==> src/rtl/ibex_pkg.sv <==
// Shared types for the CHERI memory-check queue, plus the wrap64 capability field helpers.
// Capability layout (91 bits): {tag, perms[3:1], otype[21:0], top[32:0], base[31:0]}.
package ibex_pkg;

  localparam int unsigned MemchkMaxDepth = 8;
  localparam int unsigned Wrap64CapW     = 91;
  localparam int unsigned PermitExecute  = 1;
  localparam int unsigned PermitLoad     = 2;
  localparam int unsigned PermitStore    = 3;

  typedef enum logic [1:0] {
    DataWord   = 2'b00,
    DataHalf   = 2'b01,
    DataByte   = 2'b10,
    DataDouble = 2'b11
  } data_type_e;

  typedef struct packed {
    logic tag_violation;
    logic seal_violation;
    logic execute_violation;
    logic load_violation;
    logic store_violation;
    logic length_violation;
  } cheri_exc_t;

  typedef struct packed {
    cheri_exc_t exc;
    logic       upper;
    logic       upper_2;
  } memchk_entry_t;

  typedef struct packed {
    logic                              tag;
    logic [PermitStore:PermitExecute]  perms;
    logic [21:0]                       otype;
    logic [32:0]                       top;
    logic [31:0]                       base;
  } wrap64_cap_t;

  function automatic logic wrap64_isValidCap(wrap64_cap_t cap);
    return cap.tag;
  endfunction

  function automatic logic [PermitStore:PermitExecute] wrap64_getPerms(wrap64_cap_t cap);
    return cap.perms;
  endfunction

  function automatic logic [21:0] wrap64_getKind(wrap64_cap_t cap);
    return cap.otype;
  endfunction

  function automatic logic [32:0] wrap64_getTop(wrap64_cap_t cap);
    return cap.top;
  endfunction

  function automatic logic [31:0] wrap64_getBase(wrap64_cap_t cap);
    return cap.base;
  endfunction

endpackage

==> src/rtl/ibex_cheri_bounds_check.sv <==
// Combinational capability check of one access: tag, seal, permission and bounds faults.
module ibex_cheri_bounds_check import ibex_pkg::*; #(
  parameter bit          DataMem       = 1'b1,
  parameter int unsigned CheriCapWidth = 91
) (
  input  logic [CheriCapWidth-1:0] cap_i,
  input  logic [31:0]              addr_i,
  input  logic [1:0]               type_i,
  input  logic [3:0]               be_i,
  input  logic                     we_i,
  output memchk_entry_t            entry_o
);

  wrap64_cap_t                      cap;
  logic [31:0]                      base;
  logic [32:0]                      top;
  logic [PermitStore:PermitExecute] perms;
  logic [1:0]                       be_low;
  logic [3:0]                       size;
  logic [31:0]                      data_addr;
  logic [31:0]                      instr_end;
  logic [31:0]                      instr_end_2;
  logic                             len_data;
  logic                             len_instr;

  assign cap   = wrap64_cap_t'(Wrap64CapW'(cap_i));
  assign base  = wrap64_getBase(cap);
  assign top   = wrap64_getTop(cap);
  assign perms = wrap64_getPerms(cap);

  always_comb begin
    be_low = 2'd3;
    if (be_i[0])      be_low = 2'd0;
    else if (be_i[1]) be_low = 2'd1;
    else if (be_i[2]) be_low = 2'd2;
  end

  always_comb begin
    size = 4'd8;
    case (data_type_e'(type_i))
      DataWord: size = 4'd4;
      DataHalf: size = 4'd2;
      DataByte: size = 4'd1;
      default:  size = 4'd8;
    endcase
  end

  // Data end is formed in 33 bits so accesses touching 2^32 are not wrapped;
  // instruction end deliberately wraps in 32 bits before the compare.
  assign data_addr   = {addr_i[31:2], be_low};
  assign len_data    = (data_addr < base) | (({1'b0, data_addr} + {29'd0, size}) > top);
  assign instr_end   = addr_i + 32'd2;
  assign instr_end_2 = addr_i + 32'd6;
  assign len_instr   = (addr_i < base) | ({1'b0, instr_end} > top);

  always_comb begin
    entry_o = '0;
    entry_o.exc.tag_violation     = ~wrap64_isValidCap(cap);
    entry_o.exc.seal_violation    = |wrap64_getKind(cap);
    entry_o.exc.load_violation    = ~we_i & DataMem & ~perms[PermitLoad];
    entry_o.exc.store_violation   = we_i & ~perms[PermitStore];
    entry_o.exc.execute_violation = ~DataMem & ~perms[PermitExecute];
    entry_o.exc.length_violation  = DataMem ? len_data : len_instr;
    if (!DataMem) begin
      entry_o.upper   = {1'b0, addr_i[31:2], 2'b11} >= top;
      entry_o.upper_2 = {1'b0, instr_end_2} > top;
    end
  end

endmodule

==> src/rtl/ibex_cheri_memcheck_queue.sv <==
// Checks each granted memory beat against the authorising capability and queues the
// result until the matching response returns, so faults line up with rvalid.
module ibex_cheri_memcheck_queue import ibex_pkg::*; #(
  parameter bit          DataMem       = 1'b1,
  parameter int unsigned CheriCapWidth = 91,
  parameter int unsigned Depth         = 2
) (
  input  logic                       clk_i,
  input  logic                       rst_i,
  input  logic [CheriCapWidth-1:0]   auth_cap_i,
  input  logic                       data_req_i,
  input  logic                       data_gnt_i,
  input  logic                       data_rvalid_i,
  input  logic                       data_we_i,
  input  logic                       data_first_access_i,
  input  logic [31:0]                data_addr_i,
  input  logic [1:0]                 data_type_i,
  input  logic [3:0]                 data_be_i,
  output logic                       data_req_o,
  output logic                       data_we_o,
  output cheri_exc_t                 rsp_exc_o,
  output logic                       rsp_exc_valid_o,
  output logic                       rsp_upper_exc_o,
  output logic                       rsp_upper_exc_2_o,
  output logic [$clog2(Depth+1)-1:0] outstanding_o,
  output logic                       full_o,
  output logic                       underflow_err_o
);

  localparam int unsigned PtrW = (Depth > 1) ? $clog2(Depth) : 1;
  localparam int unsigned CntW = $clog2(Depth + 1);

  memchk_entry_t   entries_q [Depth];
  memchk_entry_t   held_q;
  memchk_entry_t   chk_entry;
  memchk_entry_t   push_entry;
  memchk_entry_t   rsp_entry;
  logic [PtrW-1:0] rd_ptr_q;
  logic [PtrW-1:0] wr_ptr_q;
  logic [CntW-1:0] count_q;
  logic            underflow_q;
  logic            first_beat;
  logic            push;
  logic            pop;
  logic            empty;

  function automatic logic [PtrW-1:0] ptr_inc(input logic [PtrW-1:0] p);
    return (p == PtrW'(Depth - 1)) ? '0 : p + 1'b1;
  endfunction

  ibex_cheri_bounds_check #(
    .DataMem       (DataMem),
    .CheriCapWidth (CheriCapWidth)
  ) u_bounds_check (
    .cap_i   (auth_cap_i),
    .addr_i  (data_addr_i),
    .type_i  (data_type_i),
    .be_i    (data_be_i),
    .we_i    (data_we_i),
    .entry_o (chk_entry)
  );

  // Second half of a split access reuses the first beat's verdict.
  assign first_beat = ~DataMem | data_first_access_i;
  assign push_entry = first_beat ? chk_entry : held_q;

  assign outstanding_o = rst_i ? '0 : count_q;
  assign full_o        = (outstanding_o == CntW'(Depth));
  assign empty         = (count_q == '0);

  assign data_req_o = data_req_i & ~full_o;
  assign data_we_o  = data_we_i & ~(|push_entry.exc);

  assign push = data_req_o & data_gnt_i;
  assign pop  = data_rvalid_i & ~empty & ~rst_i;

  assign rsp_entry         = pop ? entries_q[rd_ptr_q] : '0;
  assign rsp_exc_o         = rsp_entry.exc;
  assign rsp_upper_exc_o   = rsp_entry.upper;
  assign rsp_upper_exc_2_o = rsp_entry.upper_2;
  assign rsp_exc_valid_o   = pop;
  assign underflow_err_o   = underflow_q & ~rst_i;

  always_ff @(posedge clk_i) begin
    if (push && !rst_i) begin
      entries_q[wr_ptr_q] <= push_entry;
    end
  end

  always_ff @(posedge clk_i) begin
    if (rst_i) begin
      rd_ptr_q    <= '0;
      wr_ptr_q    <= '0;
      count_q     <= '0;
      held_q      <= '0;
      underflow_q <= 1'b0;
    end else begin
      if (push) wr_ptr_q <= ptr_inc(wr_ptr_q);
      if (pop)  rd_ptr_q <= ptr_inc(rd_ptr_q);
      if (push && first_beat) held_q <= chk_entry;
      if (data_rvalid_i && empty) underflow_q <= 1'b1;
      case ({push, pop})
        2'b10:   count_q <= count_q + 1'b1;
        2'b01:   count_q <= count_q - 1'b1;
        default: count_q <= count_q;
      endcase
    end
  end

endmodule
==> config.mk <==
export PLATFORM = sky130hd
export DESIGN_NAME = ibex_cheri_memcheck_queue
export DESIGN_NICKNAME = d
export VERILOG_FILES = /design/src/rtl/ibex_pkg.sv /design/src/rtl/ibex_cheri_bounds_check.sv /design/src/rtl/ibex_cheri_memcheck_queue.sv
export SDC_FILE = /design/constraint.sdc
export NUM_CORES = 1
export LEC_CHECK = 0
export ABC_AREA = 1
export CAP_MARGIN = 30
export CORE_MARGIN = 2
export CORE_UTILIZATION = 25
export CTS_BUF_LIST = sky130_fd_sc_hd__clkbuf_16
export CTS_CLUSTER_DIAMETER = 40
export DETAILED_ROUTE_END_ITERATION = 12
export HOLD_SLACK_MARGIN = 0.02
export PLACE_DENSITY = 0.6
export SYNTH_ARGS = -nofsm -noshare
export SYNTH_HDL_FRONTEND = slang
export SYNTH_SLANG_ARGS = --single-unit
==> constraint.sdc <==
create_clock -name clk_i -period 6.4 [get_ports clk_i]
set_clock_uncertainty 0.15 [all_clocks]
set_input_delay 1.92 -clock clk_i [delete_from_list [all_inputs] [get_ports clk_i]]
set_output_delay 1.92 -clock clk_i [all_outputs]
set_load 0.01 [all_outputs]
==> results of run 1 <==
power by group:
group	switching, mW	internal [mW]
clock network	0.0450	0.0832
registers	0.00333	0.148
logic	0.136	0.181
stage by stage:
step                hold slack, ps  worst slack (ps)  cells
finish                         299              -673    967
floorplan                      274              -327    544
detailed placement             296             -1720    940
CTS                            304              -948    965
global placement               286             -1660    940
global route                   324              -979    967
worst min-delay path, cell delays in order (launching register included):
cell	delay (ps)
dfxtp_1	290
inv_1	50
a21oi_1	60
layout make-up:
class	instances	area, µm²
clock buffers	3	75.1
inverters	128	483
multi-input cells	391	2690
flip-flops and latches	21	520
clock inverters	1	3.75
fillers	1413	7760
well taps	180	225
repair buffers	243	2180
flip-flops by register name, summed over array words and instances (netlist names), named ones only:
| register | count |
|---|---|
| count_q | 2 |
| entries_q | 10 |
| underflow_q | 1 |
| held_q | 5 |
| wr_ptr_q | 1 |
| rd_ptr_q | 1 |
cell usage after synthesis (all sizes together), types with 8 or more instances:
master,count
inv,128
nand2,102
ha,69
nor2,51
a21oi,48
nand3,23
o21ai,20
xor2,20
nand4,13
dfxtp,11
edfxtp,10
nor3,9
xnor2,9
nor4,8
layer usage:
metal,wire length [µm],share of wire (%)
met1,4530,45
met2,4820,48
met3,568,5.7
met4,72,0.72
met5,0,0
worst max-delay path by stage:
stage / startpoint / endpoint / slack [ps] / cells after the start
detailed placement: data_be_i[1] / data_we_o / -1720 / 28
finish: data_type_i[1] / data_we_o / -670 / 23
global placement: data_be_i[1] / data_we_o / -1660 / 29
global route: data_be_i[1] / data_we_o / -980 / 28
CTS: data_be_i[1] / data_we_o / -950 / 29
floorplan: data_be_i[1] / data_we_o / -330 / 27
logic make-up after synthesis:
family / count (synthesis) / synth area share, %
compound gates: 78 / 11.6
fa+ha+maj: 70 / 24.7
xor+xnor: 29 / 7.10
buf+inv: 132 / 14.2
other cells: 1 / 0.105
simple gates: 211 / 27.8
flops: 21 / 14.6
timing repair:
item / 4_1_cts / 5_1_grt
endpoints found under the setup margin: 1 / 1
resized for setup: 44 / 18
pin swaps: 22 / 30
buffers inserted: 21 / 3
==> reports/qor.yml, run 1 <==
synthesis:
  synth_warnings: 0
  syn_area_per_cell_um2: 6.60
  yosys-top-cells-area: "ha_1 (24%), inv_1 (13%), nand2_1 (10%)"
  ys_async_sr_fraction_pct: 0
  synth_edf_count: 10
  synthFlopType: "dfxtp_1"
  synth_top_area_share_pct: 24.1
  synth_cells: 542
  seq_area_frac_synth_pct: 14.6
  syn_area_um2: 3580
  ys_types: 38
  synth.ff_latch_count: 21
  synth_top_area_cell: "ha_1"
grt:
  use_met3_pct: 1.28
  grt_remaining_overflow: 0
  met1_usage_pct: 16.9
  first_global_vias: 3892
  grt_max_degree: 12
  grt_most_used_layer: "met2"
  grt_pass1_wl_mm: 16.3
  grt_usage_pct: 13.1
  grt_use_met2_pct: 23.9
  antenna_found_initial: 0
floorplan:
  initial_core_util_pct: 25.7
  die_w_um: 124
  rows: 43
  placeableCoreArea_um2: 13900
  dieHeight_um: 124
  die-area_um2: 15300
  io_pins: 151
critical_path:
  crit_top_cell: "nand2_1"
  r2r_cells: 11
  crit_type: "in -> out"
  critPathRequiredTime_ps: 4330
  cp_num_buf_inv: 5
  crit_family: "simple AND/OR/NAND/NOR gates"
  crit_path_start_kind: "primary input"
  crit_fanout: 4
  r2r-start: "count_q[1]"
  r2r_slack_ps: 4550
  crit_slowest_cell: "ha_1"
  max_stage_delay_ps: 260
  r2r_end: "count_q[1]"
  end_kind: "output pin"
  cp.arrival_ps: 5000
  critical_path.cell_chain: "buf_2 > buf_4 > nor2_1 > ha_4 > a21oi_1 > nand2_1 > nand2_1 > nand2_1 > nand3_1 > nor2_2 > nand2_1 > xor2_1 > inv_1 > ha_1 > nand2_1 > nor2_1 > nor4b_1 > buf_4 > nand4_1 > nand2_2 > nand3_2 > a21oi_2 > buf_2"
sta:
  relSlewSlack_pct: 57.3
  hold_viol: 0
  finalSetupTns_ps: -673
  fin_ws_ps: -673
  slew_violations: 0
  max_freq_mhz: 141
  fin_crit_sh_pct: 111
  min_period_ps: 7070
  worstMarginPinSlew_ps: 635
  setup_viol: 1
  rsz0062_at_grt: "true"
final_layout:
  syn_to_final_growth_pct: 72.6
  final_cell_mix: "clkdlybuf4s50_1 (135), inv_1 (123), buf_4 (99)"
  stdcell_area_um2: 6170
  drive_above_1_share_pct: 19.3
  layout_commonest_cell: "clkdlybuf4s50_1"
  final_util_pct: 44.3
  fin_nets: 994
  diodes: 0
route:
  drcViolationCount: 0
  drtAntennaViolNets: 0
  via_per_inst: 4.21
  vias: 4069
  drt_iter0_markers: 98
  dr.pass1.iters: 4
  drt-total-wl_mm: 9.98
  wl_per_cell_um: 10.3
clocking:
  clkTransAtPathRegs_ps: 50
  clock_latency_ps: 250
  clock_path_buffers: 2
  root_buffer: "clkbuf_16"
  hold_buffers: 0
  cts_tree: "yes"
  cts_buffers: 3
  cts_sinks: 21
  htree_num_levels: 1
power_and_ir_drop:
  irDropWorstVdd_v: 0.0000796
  power.leakage_nw: 3.12
  power_density_nw_per_um2: 96.8
  power_mw: 0.598
placed_design:
  place_area_um2: 5800
  portBuffers: 143
  place_congestion: 0.796
  dp_hpwl_mm: 9.01
outcome:
  status: "complete, but fails checks"
  violations: "setup timing"
worst_hold_path:
  min_path_cells: 2
  hp-class: "reg -> reg"
  hold_path_end: "held_q[4]"
  hp-start: "held_q[4]"
job:
  cap_violations: 0
Note: power is estimated with default switching activity, not from simulation.
==> run 2: changes to the inputs <==
SKIP_LAST_GASP = 1   (was not set)
==> results of run 2 <==
Same layout as run 1: the final DEF is identical, and so are final timing and power.
